File: src/rtl/c_fetch_align_if.sv
// Fetch-side and decode-side handshakes of the fetch aligner, plus redirect and occupancy.
// The slave modport is the aligner; the master modport is whatever surrounds it.
interface c_fetch_align_if #(
   parameter int BUF_HW = 6
);
   localparam int OCC_W = $clog2(BUF_HW + 1);

   logic             flush_i;
   logic [31:0]      flush_pc_i;
   logic             fetch_valid_i;
   logic [31:0]      fetch_data_i;
   logic             fetch_ready_o;
   logic             instr_valid_o;
   logic             instr_ready_i;
   logic [31:0]      instr_o;
   logic [31:0]      instr_pc_o;
   logic             instr_is_comp_o;
   logic             instr_illegal_o;
   logic [OCC_W-1:0] occ_o;

   modport slave (
      input  flush_i, flush_pc_i, fetch_valid_i, fetch_data_i, instr_ready_i,
      output fetch_ready_o, instr_valid_o, instr_o, instr_pc_o,
             instr_is_comp_o, instr_illegal_o, occ_o
   );

   modport master (
      output flush_i, flush_pc_i, fetch_valid_i, fetch_data_i, instr_ready_i,
      input  fetch_ready_o, instr_valid_o, instr_o, instr_pc_o,
             instr_is_comp_o, instr_illegal_o, occ_o
   );
endinterface

File: src/rtl/c_fetch_align.sv
// Fetch aligner: buffers 32-bit fetch words as 16-bit parcels, reassembles instructions that
// straddle words, expands RV32C parcels and hands one instruction plus its PC to decode.
module c_fetch_align #(
   parameter int          BUF_HW   = 6,
   parameter logic [31:0] RESET_PC = 32'h8000_0000,
   parameter bit          RVC_EN   = 1'b1
) (
   input logic            clk,
   input logic            rst_n,
   c_fetch_align_if.slave bus
);
   localparam int PTR_W = $clog2(BUF_HW);
   localparam int CNT_W = $clog2(BUF_HW + 1);
   localparam logic [CNT_W-1:0] CNT_ZERO = '0;
   localparam logic [CNT_W-1:0] CNT_ONE  = CNT_W'(1);
   localparam logic [CNT_W-1:0] CNT_TWO  = CNT_W'(2);
   localparam logic [CNT_W-1:0] CNT_ROOM = CNT_W'(BUF_HW - 2);
   localparam logic [31:0]      NOP      = 32'h0000_0013;

   logic [15:0]      parcel_mem [BUF_HW];
   logic [PTR_W-1:0] rd_ptr, wr_ptr;
   logic [CNT_W-1:0] count;
   logic [31:0]      head_pc;
   logic             drop_first;

   logic [15:0]      h0, h1;
   logic             is32, head_valid, push, pop;
   logic [CNT_W-1:0] push_cnt, pop_cnt;
   logic [32:0]      expanded;
   logic             comp_illegal;
   logic             unused_flush_pc_lsb;

   function automatic logic [PTR_W-1:0] ptr_step(input logic [PTR_W-1:0] p, input logic two);
      logic [PTR_W:0] s;
      s = {1'b0, p} + (two ? (PTR_W+1)'(2) : (PTR_W+1)'(1));
      if (s >= (PTR_W+1)'(BUF_HW)) s = s - (PTR_W+1)'(BUF_HW);
      return s[PTR_W-1:0];
   endfunction

   // Returns {illegal, 32-bit equivalent}; illegal forms yield the canonical NOP.
   function automatic logic [32:0] expand(input logic [15:0] p);
      logic [4:0]  rd, rs2, rdp, rs2p;
      logic [11:0] imm6;
      logic        ill;
      logic [31:0] ins;
      rd   = p[11:7];
      rs2  = p[6:2];
      rdp  = {2'b01, p[9:7]};
      rs2p = {2'b01, p[4:2]};
      imm6 = {{7{p[12]}}, p[6:2]};
      ill  = 1'b0;
      ins  = NOP;
      case ({p[1:0], p[15:13]})
         5'b00_000: begin
            ins = {2'b00, p[10:7], p[12:11], p[5], p[6], 2'b00, 5'd2, 3'b000, rs2p, 7'h13};
            ill = (p[12:5] == 8'd0);
         end
         5'b00_010: ins = {5'b0, p[5], p[12:10], p[6], 2'b00, rdp, 3'b010, rs2p, 7'h03};
         5'b00_110: ins = {5'b0, p[5], p[12], rs2p, rdp, 3'b010, p[11:10], p[6], 2'b00, 7'h23};
         5'b01_000: ins = {imm6, rd, 3'b000, rd, 7'h13};
         5'b01_001: ins = {p[12], p[8], p[10:9], p[6], p[7], p[2], p[11], p[5:3], p[12],
                           {8{p[12]}}, 5'd1, 7'h6f};
         5'b01_010: ins = {imm6, 5'd0, 3'b000, rd, 7'h13};
         5'b01_011: begin
            ill = ({p[12], p[6:2]} == 6'd0);
            if (rd == 5'd2)
               ins = {{3{p[12]}}, p[4:3], p[5], p[2], p[6], 4'b0, 5'd2, 3'b000, 5'd2, 7'h13};
            else
               ins = {{15{p[12]}}, p[6:2], rd, 7'h37};
         end
         5'b01_100: begin
            case (p[11:10])
               2'b00: begin ins = {7'b0000000, p[6:2], rdp, 3'b101, rdp, 7'h13}; ill = p[12]; end
               2'b01: begin ins = {7'b0100000, p[6:2], rdp, 3'b101, rdp, 7'h13}; ill = p[12]; end
               2'b10: ins = {imm6, rdp, 3'b111, rdp, 7'h13};
               default: begin
                  ill = p[12];
                  case (p[6:5])
                     2'b00:   ins = {7'b0100000, rs2p, rdp, 3'b000, rdp, 7'h33};
                     2'b01:   ins = {7'b0000000, rs2p, rdp, 3'b100, rdp, 7'h33};
                     2'b10:   ins = {7'b0000000, rs2p, rdp, 3'b110, rdp, 7'h33};
                     default: ins = {7'b0000000, rs2p, rdp, 3'b111, rdp, 7'h33};
                  endcase
               end
            endcase
         end
         5'b01_101: ins = {p[12], p[8], p[10:9], p[6], p[7], p[2], p[11], p[5:3], p[12],
                           {8{p[12]}}, 5'd0, 7'h6f};
         5'b01_110: ins = {p[12], {3{p[12]}}, p[6:5], p[2], 5'd0, rdp, 3'b000, p[11:10], p[4:3],
                           p[12], 7'h63};
         5'b01_111: ins = {p[12], {3{p[12]}}, p[6:5], p[2], 5'd0, rdp, 3'b001, p[11:10], p[4:3],
                           p[12], 7'h63};
         5'b10_000: begin ins = {7'b0, p[6:2], rd, 3'b001, rd, 7'h13}; ill = p[12]; end
         5'b10_010: begin
            ins = {4'b0, p[3:2], p[12], p[6:4], 2'b00, 5'd2, 3'b010, rd, 7'h03};
            ill = (rd == 5'd0);
         end
         5'b10_100: begin
            if (!p[12]) begin
               if (rs2 == 5'd0) begin
                  ins = {12'b0, rd, 3'b000, 5'd0, 7'h67};
                  ill = (rd == 5'd0);
               end else
                  ins = {7'b0, rs2, 5'd0, 3'b000, rd, 7'h33};
            end else if (rs2 == 5'd0) begin
               ins = (rd == 5'd0) ? 32'h0010_0073 : {12'b0, rd, 3'b000, 5'd1, 7'h67};
            end else
               ins = {7'b0, rs2, rd, 3'b000, rd, 7'h33};
         end
         5'b10_110: ins = {4'b0, p[8:7], p[12], rs2, 5'd2, 3'b010, p[11:9], 2'b00, 7'h23};
         default:   ill = 1'b1;
      endcase
      if (ill) ins = NOP;
      return {ill, ins};
   endfunction

   assign unused_flush_pc_lsb = bus.flush_pc_i[0];

   assign h0         = parcel_mem[rd_ptr];
   assign h1         = parcel_mem[ptr_step(rd_ptr, 1'b0)];
   assign is32       = (h0[1:0] == 2'b11);
   assign head_valid = (count != CNT_ZERO) & (~is32 | (count >= CNT_TWO));

   assign bus.fetch_ready_o = (count <= CNT_ROOM) & ~bus.flush_i;
   assign push     = bus.fetch_valid_i & bus.fetch_ready_o;
   assign pop      = head_valid & bus.instr_ready_i;
   assign push_cnt = push ? (drop_first ? CNT_ONE : CNT_TWO) : CNT_ZERO;
   assign pop_cnt  = pop ? (is32 ? CNT_TWO : CNT_ONE) : CNT_ZERO;

   assign expanded     = expand(h0);
   assign comp_illegal = ~RVC_EN | expanded[32];

   assign bus.instr_valid_o   = head_valid;
   assign bus.instr_pc_o      = head_pc;
   assign bus.instr_is_comp_o = head_valid & ~is32;
   assign bus.instr_illegal_o = head_valid & ~is32 & comp_illegal;
   assign bus.occ_o           = count;

   always_comb begin
      bus.instr_o = NOP;
      if (head_valid) begin
         if (is32)               bus.instr_o = {h1, h0};
         else if (!comp_illegal) bus.instr_o = expanded[31:0];
      end
   end

   // Parcel storage carries data only; occupancy and pointers decide what is meaningful.
   always_ff @(posedge clk) begin
      if (push) begin
         if (drop_first) begin
            parcel_mem[wr_ptr] <= bus.fetch_data_i[31:16];
         end else begin
            parcel_mem[wr_ptr]                   <= bus.fetch_data_i[15:0];
            parcel_mem[ptr_step(wr_ptr, 1'b0)]   <= bus.fetch_data_i[31:16];
         end
      end
   end

   always_ff @(posedge clk or negedge rst_n) begin
      if (!rst_n) begin
         count      <= CNT_ZERO;
         rd_ptr     <= '0;
         wr_ptr     <= '0;
         head_pc    <= {RESET_PC[31:1], 1'b0};
         drop_first <= RESET_PC[1];
      end else if (bus.flush_i) begin
         count      <= CNT_ZERO;
         rd_ptr     <= '0;
         wr_ptr     <= '0;
         head_pc    <= {bus.flush_pc_i[31:1], 1'b0};
         drop_first <= bus.flush_pc_i[1];
      end else begin
         if (push) begin
            wr_ptr     <= ptr_step(wr_ptr, ~drop_first);
            drop_first <= 1'b0;
         end
         if (pop) begin
            rd_ptr  <= ptr_step(rd_ptr, is32);
            head_pc <= head_pc + (is32 ? 32'd4 : 32'd2);
         end
         count <= count + push_cnt - pop_cnt;
      end
   end
endmodule

File: src/flat_wrapper.sv
// flat-port wrapper written by rule: the top's interface ports become plain ports
module c_fetch_align_flat 
#(
   parameter int          BUF_HW   = 6,
   parameter logic [31:0] RESET_PC = 32'h8000_0000,
   parameter bit          RVC_EN   = 1'b1
)
  (clk, rst_n, bus_flush_i, bus_flush_pc_i, bus_fetch_valid_i, bus_fetch_data_i, bus_instr_ready_i, bus_fetch_ready_o, bus_instr_valid_o, bus_instr_o, bus_instr_pc_o, bus_instr_is_comp_o, bus_instr_illegal_o, bus_occ_o);
  c_fetch_align_if #(.BUF_HW(BUF_HW)) bus_i ();
  input logic clk;
  input logic rst_n;
  input wire logic [$bits(bus_i.flush_i)-1:0] bus_flush_i;
  input wire logic [$bits(bus_i.flush_pc_i)-1:0] bus_flush_pc_i;
  input wire logic [$bits(bus_i.fetch_valid_i)-1:0] bus_fetch_valid_i;
  input wire logic [$bits(bus_i.fetch_data_i)-1:0] bus_fetch_data_i;
  input wire logic [$bits(bus_i.instr_ready_i)-1:0] bus_instr_ready_i;
  output wire logic [$bits(bus_i.fetch_ready_o)-1:0] bus_fetch_ready_o;
  output wire logic [$bits(bus_i.instr_valid_o)-1:0] bus_instr_valid_o;
  output wire logic [$bits(bus_i.instr_o)-1:0] bus_instr_o;
  output wire logic [$bits(bus_i.instr_pc_o)-1:0] bus_instr_pc_o;
  output wire logic [$bits(bus_i.instr_is_comp_o)-1:0] bus_instr_is_comp_o;
  output wire logic [$bits(bus_i.instr_illegal_o)-1:0] bus_instr_illegal_o;
  output wire logic [$bits(bus_i.occ_o)-1:0] bus_occ_o;
  assign bus_i.flush_i = bus_flush_i;
  assign bus_i.flush_pc_i = bus_flush_pc_i;
  assign bus_i.fetch_valid_i = bus_fetch_valid_i;
  assign bus_i.fetch_data_i = bus_fetch_data_i;
  assign bus_i.instr_ready_i = bus_instr_ready_i;
  assign bus_fetch_ready_o = bus_i.fetch_ready_o;
  assign bus_instr_valid_o = bus_i.instr_valid_o;
  assign bus_instr_o = bus_i.instr_o;
  assign bus_instr_pc_o = bus_i.instr_pc_o;
  assign bus_instr_is_comp_o = bus_i.instr_is_comp_o;
  assign bus_instr_illegal_o = bus_i.instr_illegal_o;
  assign bus_occ_o = bus_i.occ_o;
  c_fetch_align #(.BUF_HW(BUF_HW), .RESET_PC(RESET_PC), .RVC_EN(RVC_EN)) u_core (.clk(clk), .rst_n(rst_n), .bus(bus_i));
endmodule
File: config.mk
export PLATFORM = sky130hd
export DESIGN_NAME = c_fetch_align_flat
export DESIGN_NICKNAME = d
export VERILOG_FILES = /design/src/rtl/c_fetch_align_if.sv /design/src/rtl/c_fetch_align.sv /design/src/flat_wrapper.sv
export SDC_FILE = /design/constraint.sdc
export NUM_CORES = 1
export LEC_CHECK = 0
export BUFFER_PORTS_ARGS = -buffer_cell sky130_fd_sc_hd__buf_2
export CORE_MARGIN = 2
export CORE_UTILIZATION = 50
export DETAILED_ROUTE_END_ITERATION = 8
export PLACE_DENSITY = 0.71
export SLEW_MARGIN = 10
export SYNTH_ARGS = -nofsm -noshare
export SYNTH_HDL_FRONTEND = slang
export SYNTH_SLANG_ARGS = --single-unit
File: constraint.sdc
create_clock -name clk -period 5 [get_ports clk]
set_input_delay 1.25 -clock clk [delete_from_list [all_inputs] [get_ports clk]]
set_output_delay 1.25 -clock clk [all_outputs]
set_load 0.01 [all_outputs]
==> results of run 1 <==
-- synth_stat cells (4+ instances only) --
cell and count:
sky130_fd_sc_hd__xor2_1 20, sky130_fd_sc_hd__edfxtp_1 96, sky130_fd_sc_hd__nand3_1 26, sky130_fd_sc_hd__mux2_2 126, sky130_fd_sc_hd__xnor2_1 13, sky130_fd_sc_hd__nand2_1 98, sky130_fd_sc_hd__ha_1 12, sky130_fd_sc_hd__a22oi_1 5
sky130_fd_sc_hd__buf_2 10, sky130_fd_sc_hd__a221oi_1 8, sky130_fd_sc_hd__o211ai_1 17, sky130_fd_sc_hd__a21o_1 5, sky130_fd_sc_hd__buf_1 6, sky130_fd_sc_hd__buf_6 4, sky130_fd_sc_hd__a211oi_1 19, sky130_fd_sc_hd__and3_1 12
sky130_fd_sc_hd__inv_1 19, sky130_fd_sc_hd__clkbuf_1 37, sky130_fd_sc_hd__mux4_2 26, sky130_fd_sc_hd__nand3b_1 4, sky130_fd_sc_hd__nor3_1 17, sky130_fd_sc_hd__mux4_1 5, sky130_fd_sc_hd__o32ai_1 6, sky130_fd_sc_hd__nand4_1 12
sky130_fd_sc_hd__fa_1 5, sky130_fd_sc_hd__and2_1 4, sky130_fd_sc_hd__a31oi_1 5, sky130_fd_sc_hd__o21ai_0 73, sky130_fd_sc_hd__mux2i_1 38, sky130_fd_sc_hd__o22ai_1 4, sky130_fd_sc_hd__a21oi_1 50, sky130_fd_sc_hd__buf_4 5
sky130_fd_sc_hd__dfrtp_1 40, sky130_fd_sc_hd__nor2_1 56
-- power breakdown --
group	switching, mW	total [mW]	leakage [nW]	internal [mW]
Sequential	0.111	1.47	1.38	1.36
Clock	0.558	1.31	0.290	0.755
Combinational	2.82	4.77	2.99	1.95
Total	3.49	7.55	4.66	4.06
-- worst max-delay path, stage by stage, from the launching register on --
cell,delay [ps]
sky130_fd_sc_hd__dfrtp_2,480
sky130_fd_sc_hd__buf_4,170
sky130_fd_sc_hd__buf_4,110
sky130_fd_sc_hd__mux4_2,520
sky130_fd_sc_hd__mux2i_1,430
sky130_fd_sc_hd__nand4_1,280
sky130_fd_sc_hd__o2111ai_1,420
sky130_fd_sc_hd__nand2_1,210
sky130_fd_sc_hd__a221oi_1,360
sky130_fd_sc_hd__a211oi_1,110
sky130_fd_sc_hd__buf_2,190
-- final timing paths --
| kind | start | end | slack, ps | depth (start not counted) |
|---|---|---|---|---|
| max | u_core.rd_ptr[0]$_DFFE_PN0N_ | bus_instr_o[17] | 20 | 10 |
| min | u_core.bus.instr_pc_o[22]$_DFFE_PN0N_ | u_core.bus.instr_pc_o[22]$_DFFE_PN0N_ | 610 | 2 |
| max reg2reg | u_core.rd_ptr[0]$_DFFE_PN0N_ | u_core.bus.instr_pc_o[31]$_DFFE_PN1N_ | 780 | 13 |
| min reg2reg | u_core.bus.instr_pc_o[22]$_DFFE_PN0N_ | u_core.bus.instr_pc_o[22]$_DFFE_PN0N_ | 610 | 2 |
| max in group asynchronous | rst_n | u_core.rd_ptr[0]$_DFFE_PN0N_ | 3400 | 1 |
| min in group asynchronous | rst_n | u_core.bus.instr_pc_o[24]$_DFFE_PN0N_ | 950 | 1 |
-- what timing repair did --
item / 4_1_cts / 5_1_grt
endpoints found under the setup margin: 16 / 23
cloned: 0 / 1
setup buffers: 0 / 7
pin swaps: 1 / 5
gates resized for setup: 1 / 9
-- state kept, by name, indices dropped and copies added (netlist names) --
register               count
u_core.parcel_mem         96
u_core.bus.instr_pc_o     31
u_core.bus.occ_o           3
u_core.rd_ptr              3
u_core.wr_ptr              3
u_core.drop_first          1
-- layer usage --
metal	track usage, %	vias to the layer above
li1	-	3987
met1	37.8	4197
met2	45.3	436
met3	5.24	79
met4	10.5	0
met5	0	-
-- area by class of cell --
cell class | count | area share [%]
clock buffer | 17 | 3.53
clock inverter | 15 | 1.50
inverter | 21 | 0.654
multi-input combinational | 728 | 48.4
sequential | 137 | 32.5
tap | 265 | 2.75
timing repair buffer | 208 | 10.7
-- stage by stage --
step                      hold slack [ps]  std cells  setup slack, ps
after detailed placement              601       1351              419
after CTS                             614       1383             11.7
after global placement                581       1351              410
final                                 608       1391             21.3
after floorplan                       579        948              553
after global routing                  646       1391            -16.6
-- logic make-up after synthesis --
logic type,after synthesis,share of synthesized area [%]
flops,137,38.9
mux,197,25.5
compound gates,228,14.6
buf+inv,84,3.86
xor+xnor,33,2.87
other cells,2,0.0747
fa+ha+maj,17,2.49
simple gates,249,11.8
-- placed cells by master (no fill, tap or decap), types with 6 or more instances in the layout --
master,instances
sky130_fd_sc_hd__xnor2_1,12
sky130_fd_sc_hd__edfxtp_1,96
sky130_fd_sc_hd__dfrtp_1,39
sky130_fd_sc_hd__a21oi_1,49
sky130_fd_sc_hd__nand2_1,98
sky130_fd_sc_hd__mux2i_1,37
sky130_fd_sc_hd__mux4_2,26
sky130_fd_sc_hd__nand3_1,26
sky130_fd_sc_hd__a221oi_1,8
sky130_fd_sc_hd__o21ai_0,71
sky130_fd_sc_hd__nor2_1,56
sky130_fd_sc_hd__o32ai_1,6
sky130_fd_sc_hd__xor2_1,20
sky130_fd_sc_hd__buf_2,135
sky130_fd_sc_hd__mux2_2,125
sky130_fd_sc_hd__clkbuf_16,17
sky130_fd_sc_hd__inv_1,19
sky130_fd_sc_hd__o211ai_1,17
sky130_fd_sc_hd__and3_1,12
sky130_fd_sc_hd__nand4_1,12
sky130_fd_sc_hd__nor3_1,17
sky130_fd_sc_hd__buf_4,67
sky130_fd_sc_hd__a211oi_1,18
sky130_fd_sc_hd__ha_1,12
==> metrics.txt, run 1 <==
# TYPE chip_impl_metric gauge
chip_impl_metric{name="mappedNetlistArea",unit="µm²"} 10100
chip_impl_metric{name="post_cts_hold_buffer_count",unit=""} 0
chip_impl_metric{name="final_min_period_over_clock_period",unit="%"} 99.6
chip_impl_metric{name="clock_tree.buffer_depth",unit=""} 2
chip_impl_metric{name="power.ir.vdd_worst",unit="µV"} 352
chip_impl_metric{name="drive_above_1_share",unit="%"} 36.9
chip_impl_info{name="highest-signal-layer",value="met4"} 1
chip_impl_info{name="synth-main-ff-cell",value="sky130_fd_sc_hd__edfxtp_1"} 1
chip_impl_info{name="cp_endpoint_kind",value="primary output"} 1
chip_impl_info{name="hold_path_class",value="flop to flop"} 1
chip_impl_metric{name="total_power",unit="mW"} 7.55
chip_impl_metric{name="drv_slew",unit=""} 0
chip_impl_metric{name="placed_wire_length_estimate_after_detailed_placement",unit="µm"} 21200
chip_impl_metric{name="timing.clock.skew",unit="ps"} 15.0
chip_impl_metric{name="asyncSetResetFlopFracSynth",unit="%"} 29.9
chip_impl_metric{name="grt_pass1_wl",unit="µm"} 46500
chip_impl_metric{name="syn_area_per_cell",unit="µm²"} 10.6
chip_impl_metric{name="post-route-util",unit="%"} 61.5
chip_impl_metric{name="depth_of_the_cts_h_tree",unit=""} 4
chip_impl_info{name="critical_path_class",value="flop to primary output"} 1
chip_impl_metric{name="slew_at_the_pin_with_the_worst_max_slew_slack",unit="ps"} 932
chip_impl_metric{name="yosysSeqAreaShare",unit="%"} 38.9
chip_impl_metric{name="maximum_number_of_pins_on_one_net_before_global_route_repair",unit=""} 70
chip_impl_metric{name="power_density",unit="nW/µm²"} 627
chip_impl_metric{name="combined_area_of_the_multi_input_logic_cells",unit="µm²"} 5830
chip_impl_metric{name="wl_on_met1",unit="µm"} 12700
chip_impl_metric{name="stdcell_area",unit="µm²"} 12000
chip_impl_metric{name="layout.filler_cells",unit=""} 1603
chip_impl_metric{name="synth_warnings",unit=""} 0
chip_impl_info{name="yosysTopAreaCell",value="sky130_fd_sc_hd__edfxtp_1"} 1
chip_impl_info{name="clock-root-buffer",value="sky130_fd_sc_hd__clkbuf_16"} 1
chip_impl_metric{name="final-setup-viol-count",unit=""} 0
chip_impl_metric{name="final_hold_viol_count",unit=""} 0
chip_impl_metric{name="worst-endpoint-required",unit="ps"} 3750
chip_impl_metric{name="timing.setup.tns",unit="ps"} 0
chip_impl_info{name="synth.area.top_cells",value="sky130_fd_sc_hd__edfxtp_1 (29%), sky130_fd_sc_hd__mux2_2 (14%), sky130_fd_sc_hd__dfrtp_1 (10%)"} 1
chip_impl_metric{name="first_global_vias",unit=""} 8274
chip_impl_metric{name="vias_per_cell",unit=""} 6.25
chip_impl_metric{name="tritoncts.num_buffers",unit=""} 17
chip_impl_metric{name="fraction_of_synthesized_cell_area_taken_by_the_top_area_cell_type",unit="%"} 28.7
chip_impl_metric{name="io_buffers",unit=""} 135
chip_impl_metric{name="groute.usage.overall",unit="%"} 28.1
chip_impl_metric{name="power.static_leakage",unit="nW"} 4.66
chip_impl_metric{name="postSynthRegisterBits",unit=""} 137
chip_impl_metric{name="place_area",unit="µm²"} 11300
chip_impl_info{name="outcome",value="finished, final reports clean"} 1
chip_impl_metric{name="die_height",unit="µm"} 146
chip_impl_metric{name="critPathMaxFanout",unit=""} 7
chip_impl_metric{name="grt_antenna_before_repair",unit=""} 0
chip_impl_metric{name="yosysUniqueCellTypes",unit=""} 74
chip_impl_metric{name="count_of_flip_flops_with_a_built_in_enable_after_synthesis",unit=""} 96
chip_impl_metric{name="drt_iter0_markers",unit=""} 753
chip_impl_metric{name="gp_congestion",unit=""} 1.01
chip_impl_metric{name="final_net_count",unit=""} 1199
chip_impl_metric{name="die_area",unit="µm²"} 21300
chip_impl_metric{name="floorplan.io_pins",unit=""} 140
chip_impl_metric{name="route.antenna.remaining_nets",unit=""} 0
chip_impl_metric{name="max_clock_freq",unit="GHz"} 0.201
chip_impl_metric{name="core-area",unit="µm²"} 19600
chip_impl_metric{name="syn2layout_area_growth",unit="%"} 19.8
chip_impl_metric{name="period_minus_slack",unit="ps"} 4980
chip_impl_metric{name="total_length_of_routed_met3_wires",unit="µm"} 2430
chip_impl_metric{name="slew_headroom",unit="%"} 37.9
chip_impl_metric{name="insertedDiodeCount",unit=""} 0
chip_impl_metric{name="die_width",unit="µm"} 146
chip_impl_metric{name="drt_first_pass_iters",unit=""} 5
chip_impl_info{name="start_kind",value="flop"} 1
chip_impl_metric{name="detail_route.wirelength",unit="µm"} 30400
chip_impl_metric{name="syn-instance-count",unit=""} 947
chip_impl_info{name="tritoncts",value="yes"} 1
chip_impl_metric{name="clk_latency",unit="ps"} 440
chip_impl_metric{name="flip_flop_and_latch_area",unit="µm²"} 3910
chip_impl_metric{name="worst_setup_hold_path_clk_slew",unit="ps"} 60
chip_impl_metric{name="cts_sinks",unit=""} 137
chip_impl_metric{name="route.vias.total",unit=""} 8699
chip_impl_metric{name="floorplan.rows",unit=""} 51
chip_impl_metric{name="met2RoutedLength",unit="µm"} 14300
chip_impl_metric{name="floorplan.initialDensity",unit="%"} 51.3
chip_impl_metric{name="max_cap_violations",unit=""} 0
chip_impl_metric{name="grt_remaining_overflow",unit=""} 0
chip_impl_metric{name="timing.critical_path.arrival",unit="ps"} 3730
chip_impl_metric{name="routedWlPerCell",unit="µm"} 21.8
chip_impl_metric{name="remaining_drc_errors",unit=""} 0
No activity file was read; power rests on OpenSTA's default activity.
==> run 2: changes to the inputs <==
--- a/config.mk
+++ b/config.mk
@@ -6,10 +6,12 @@
 export NUM_CORES = 1
 export LEC_CHECK = 0
 export BUFFER_PORTS_ARGS = -buffer_cell sky130_fd_sc_hd__buf_2
+export CELL_PAD_IN_SITES_DETAIL_PLACEMENT = 1
+export CELL_PAD_IN_SITES_GLOBAL_PLACEMENT = 1
 export CORE_MARGIN = 2
-export CORE_UTILIZATION = 50
+export CORE_UTILIZATION = 46
 export DETAILED_ROUTE_END_ITERATION = 8
-export PLACE_DENSITY = 0.71
+export PLACE_DENSITY_LB_ADDON = 0.1
 export SLEW_MARGIN = 10
 export SYNTH_ARGS = -nofsm -noshare
 export SYNTH_HDL_FRONTEND = slang
==> run 2 against run 1 <==
  * Maximum frequency is 0.21% lower
  * Clock-buffer cell count unchanged
  * Die area increased by 8.4%
  * Critical endpoint is now bus_instr_illegal_o
  * Sequential share of layout area shrank 0.46 points
  * Sequential cell count did not move
  * Cell count is 2.2% higher
  * Worst hold slack improved by 2.4 ps
  * Critical path depth down 1
  * Highest routed layer is now met5
==> metrics.txt, run 2 (same netlist as run 1, synthesis figures left out) <==
# TYPE chip_impl_metric gauge
chip_impl_metric{name="grt_util_met3",unit="%"} 6.10
chip_impl_metric{name="worst_setup_hold_path_clk_slew",unit="ps"} 70
chip_impl_metric{name="die_width",unit="µm"} 152
chip_impl_metric{name="max_cap_violations",unit=""} 0
chip_impl_metric{name="grt_pass1_wl",unit="µm"} 52000
chip_impl_info{name="clock-root-buffer",value="sky130_fd_sc_hd__clkbuf_16"} 1
chip_impl_metric{name="first_global_vias",unit=""} 8870
chip_impl_metric{name="worstHoldPathCells",unit=""} 2
chip_impl_metric{name="core-area",unit="µm²"} 21600
chip_impl_metric{name="maximum_number_of_pins_on_one_net_before_global_route_repair",unit=""} 70
chip_impl_metric{name="drive_above_1_share",unit="%"} 38.7
chip_impl_metric{name="remaining_drc_errors",unit=""} 0
chip_impl_metric{name="worst-r2r-cell-count",unit=""} 14
chip_impl_metric{name="total_power",unit="mW"} 7.87
chip_impl_metric{name="syn2layout_area_growth",unit="%"} 21.6
chip_impl_metric{name="final_min_period_over_clock_period",unit="%"} 99.8
chip_impl_metric{name="worst-endpoint-required",unit="ps"} 3750
chip_impl_metric{name="drt_iter0_markers",unit=""} 657
chip_impl_metric{name="route.vias.total",unit=""} 8811
chip_impl_metric{name="final_critical_path_setup_slack",unit="ps"} 10.7
chip_impl_metric{name="depth_of_the_cts_h_tree",unit=""} 4
chip_impl_metric{name="cts_sinks",unit=""} 137
chip_impl_metric{name="power_density",unit="nW/µm²"} 644
chip_impl_metric{name="io_buffers",unit=""} 135
chip_impl_metric{name="timing.critical_path.arrival",unit="ps"} 3740
chip_impl_metric{name="insertedDiodeCount",unit=""} 0
chip_impl_metric{name="final_hold_viol_count",unit=""} 0
chip_impl_info{name="tritoncts",value="yes"} 1
chip_impl_metric{name="holdWs",unit="ps"} 611
chip_impl_metric{name="routedWlPerCell",unit="µm"} 24.1
chip_impl_metric{name="placed_wire_length_estimate_after_detailed_placement",unit="µm"} 23500
chip_impl_info{name="worstReg2RegStart",value="u_core.rd_ptr[0]$_DFFE_PN0N_"} 1
chip_impl_metric{name="clock_tree.buffer_depth",unit=""} 2
chip_impl_metric{name="setup_slack_reg_to_reg",unit="ps"} 560
chip_impl_metric{name="power.ir.vdd_worst",unit="µV"} 288
chip_impl_metric{name="grt_remaining_overflow",unit=""} 0
chip_impl_info{name="max_flop_register",value="u_core.parcel_mem"} 1
chip_impl_metric{name="groute.usage.overall",unit="%"} 29.1
chip_impl_metric{name="place_area",unit="µm²"} 11300
chip_impl_metric{name="slew_headroom",unit="%"} 35.4
chip_impl_metric{name="die_area",unit="µm²"} 23100
chip_impl_metric{name="die_height",unit="µm"} 152
chip_impl_metric{name="flip_flop_and_latch_area",unit="µm²"} 3920
chip_impl_metric{name="layout.filler_cells",unit=""} 2388
chip_impl_info{name="busiest_layer",value="met2"} 1
chip_impl_metric{name="grt_antenna_before_repair",unit=""} 1
chip_impl_info{name="layout.cells.most_common",value="sky130_fd_sc_hd__buf_2"} 1
chip_impl_metric{name="combined_area_of_the_multi_input_logic_cells",unit="µm²"} 5870
chip_impl_metric{name="clk_latency",unit="ps"} 440
chip_impl_metric{name="drt_first_pass_iters",unit=""} 5
chip_impl_metric{name="slew_at_the_pin_with_the_worst_max_slew_slack",unit="ps"} 969
chip_impl_info{name="rsz_0062_raised_after_global_routing",value="true"} 1
chip_impl_metric{name="final_net_count",unit=""} 1214
chip_impl_metric{name="use_met2",unit="%"} 48.0
chip_impl_metric{name="power.static_leakage",unit="nW"} 4.76
chip_impl_metric{name="largest_register_ff_count",unit=""} 96
chip_impl_info{name="cp_endpoint_kind",value="primary output"} 1
chip_impl_metric{name="gp_congestion",unit=""} 0.982
chip_impl_metric{name="critPathMaxFanout",unit=""} 12
chip_impl_metric{name="max_clock_freq",unit="GHz"} 0.200
chip_impl_metric{name="period_minus_slack",unit="ps"} 4990
chip_impl_metric{name="final-setup-viol-count",unit=""} 0
chip_impl_metric{name="dp_worst_setup_slack",unit="ps"} 196
chip_impl_metric{name="floorplan.io_pins",unit=""} 140
chip_impl_metric{name="timing.setup.tns",unit="ps"} 0
chip_impl_info{name="hold_start",value="u_core.bus.instr_pc_o[1]$_DFFE_PN0N_"} 1
chip_impl_info{name="hold_path_class",value="flop to flop"} 1
chip_impl_metric{name="vias_per_cell",unit=""} 6.20
chip_impl_info{name="holdPathEnd",value="u_core.bus.instr_pc_o[1]$_DFFE_PN0N_"} 1
chip_impl_info{name="start_kind",value="flop"} 1
chip_impl_metric{name="detail_route.wirelength",unit="µm"} 34200
chip_impl_metric{name="timing.clock.skew",unit="ps"} 16.9
chip_impl_metric{name="drv_slew",unit=""} 0
chip_impl_metric{name="grtUsageMet1",unit="%"} 38.6
chip_impl_info{name="regToRegEndpoint",value="u_core.bus.instr_pc_o[31]$_DFFE_PN1N_"} 1
chip_impl_metric{name="stdcell_area",unit="µm²"} 12200
chip_impl_metric{name="tritoncts.num_buffers",unit=""} 17
chip_impl_info{name="critical_path_class",value="flop to primary output"} 1
chip_impl_info{name="outcome",value="finished, final reports clean"} 1
chip_impl_metric{name="route.antenna.remaining_nets",unit=""} 0
chip_impl_metric{name="floorplan.rows",unit=""} 54
chip_impl_metric{name="floorplan.initialDensity",unit="%"} 46.5
chip_impl_info{name="most_frequent_cells_in_the_layout",value="sky130_fd_sc_hd__buf_2 (135), sky130_fd_sc_hd__mux2_2 (122), sky130_fd_sc_hd__nand2_1 (97)"} 1
-- run 2: cell types whose count changed in the layout (fill, tap and decap cells not counted), moves of 2 or more --
cell,change
sky130_fd_sc_hd__inv_6,+3
sky130_fd_sc_hd__bufinv_16,-2
sky130_fd_sc_hd__buf_12,+2
sky130_fd_sc_hd__buf_4,+13
sky130_fd_sc_hd__mux2_2,-3
sky130_fd_sc_hd__o21ai_0,-3
sky130_fd_sc_hd__a221oi_1,-2
sky130_fd_sc_hd__o21ai_1,+3
sky130_fd_sc_hd__a221oi_2,+2
sky130_fd_sc_hd__nor2_1,-2
sky130_fd_sc_hd__mux2_4,+3
sky130_fd_sc_hd__a21oi_2,+2
-- run 2: metrics by stage --
stage	cells	utilization, %
5_1_grt	1421	56.6
3_5_place_dp	1364	52.4
3_3_place_gp	1364	52.4
6_report	1421	56.6
2_1_floorplan	948	-
4_1_cts	1405	55.5
-- run 2: critical path, stage by stage (launching register included) --
cell and delay, ps:
sky130_fd_sc_hd__dfrtp_4 430, sky130_fd_sc_hd__buf_12 140, sky130_fd_sc_hd__mux4_1 670, sky130_fd_sc_hd__mux2_2 360, sky130_fd_sc_hd__nor3_4 320, sky130_fd_sc_hd__nand3_4 210
sky130_fd_sc_hd__a2111o_1 590, sky130_fd_sc_hd__nand3_4 230, sky130_fd_sc_hd__and3_1 200, sky130_fd_sc_hd__buf_2 130
-- run 2: timing repair --
item,4_1_cts,5_1_grt
setup buffers,8,15
pin swaps,5,8
gates resized for setup,5,22
setup endpoints to repair,29,29
hold buffers,0,0
cloned,1,1
-- run 2: area by class of cell --
| cell class | instances | share of cell area (%) |
|---|---|---|
| multi-input cells | 728 | 48.0 |
| flip-flops and latches | 137 | 32.0 |
| repair buffers | 223 | 11.8 |
| clock buffers | 17 | 3.48 |
| well taps | 280 | 2.86 |
| clock inverters | 15 | 1.20 |
| inverters | 21 | 0.644 |
-- run 2: power by group --
group	internal, mW	total [mW]	switching, mW
Sequential	1.36	1.49	0.126
Combinational	2.15	5.14	2.99
Clock	0.662	1.24	0.581
Total	4.17	7.87	3.70
-- run 2: per-layer routing --
layer,up-vias,part of all wire (%)
li1,3989,-
met1,4363,42
met2,390,48
met3,67,6.7
met4,2,2.6
met5,-,0.038
-- run 2: worst max path at each step --
stage / startpoint / endpoint / slack [ps] / cells after the start
floorplan: u_core.rd_ptr[1]$_DFFE_PN0N_ / bus_instr_o[29] / 550 / 12
global placement: u_core.rd_ptr[0]$_DFFE_PN0N_ / bus_instr_illegal_o / 230 / 9
detailed placement: u_core.rd_ptr[0]$_DFFE_PN0N_ / bus_instr_illegal_o / 200 / 8
CTS: u_core.rd_ptr[0]$_DFFE_PN0N_ / bus_instr_o[28] / 10 / 10
global route: u_core.rd_ptr[0]$_DFFE_PN0N_ / bus_instr_o[22] / -40 / 15
finish: u_core.rd_ptr[0]$_DFFE_PN0N_ / bus_instr_illegal_o / 10 / 9
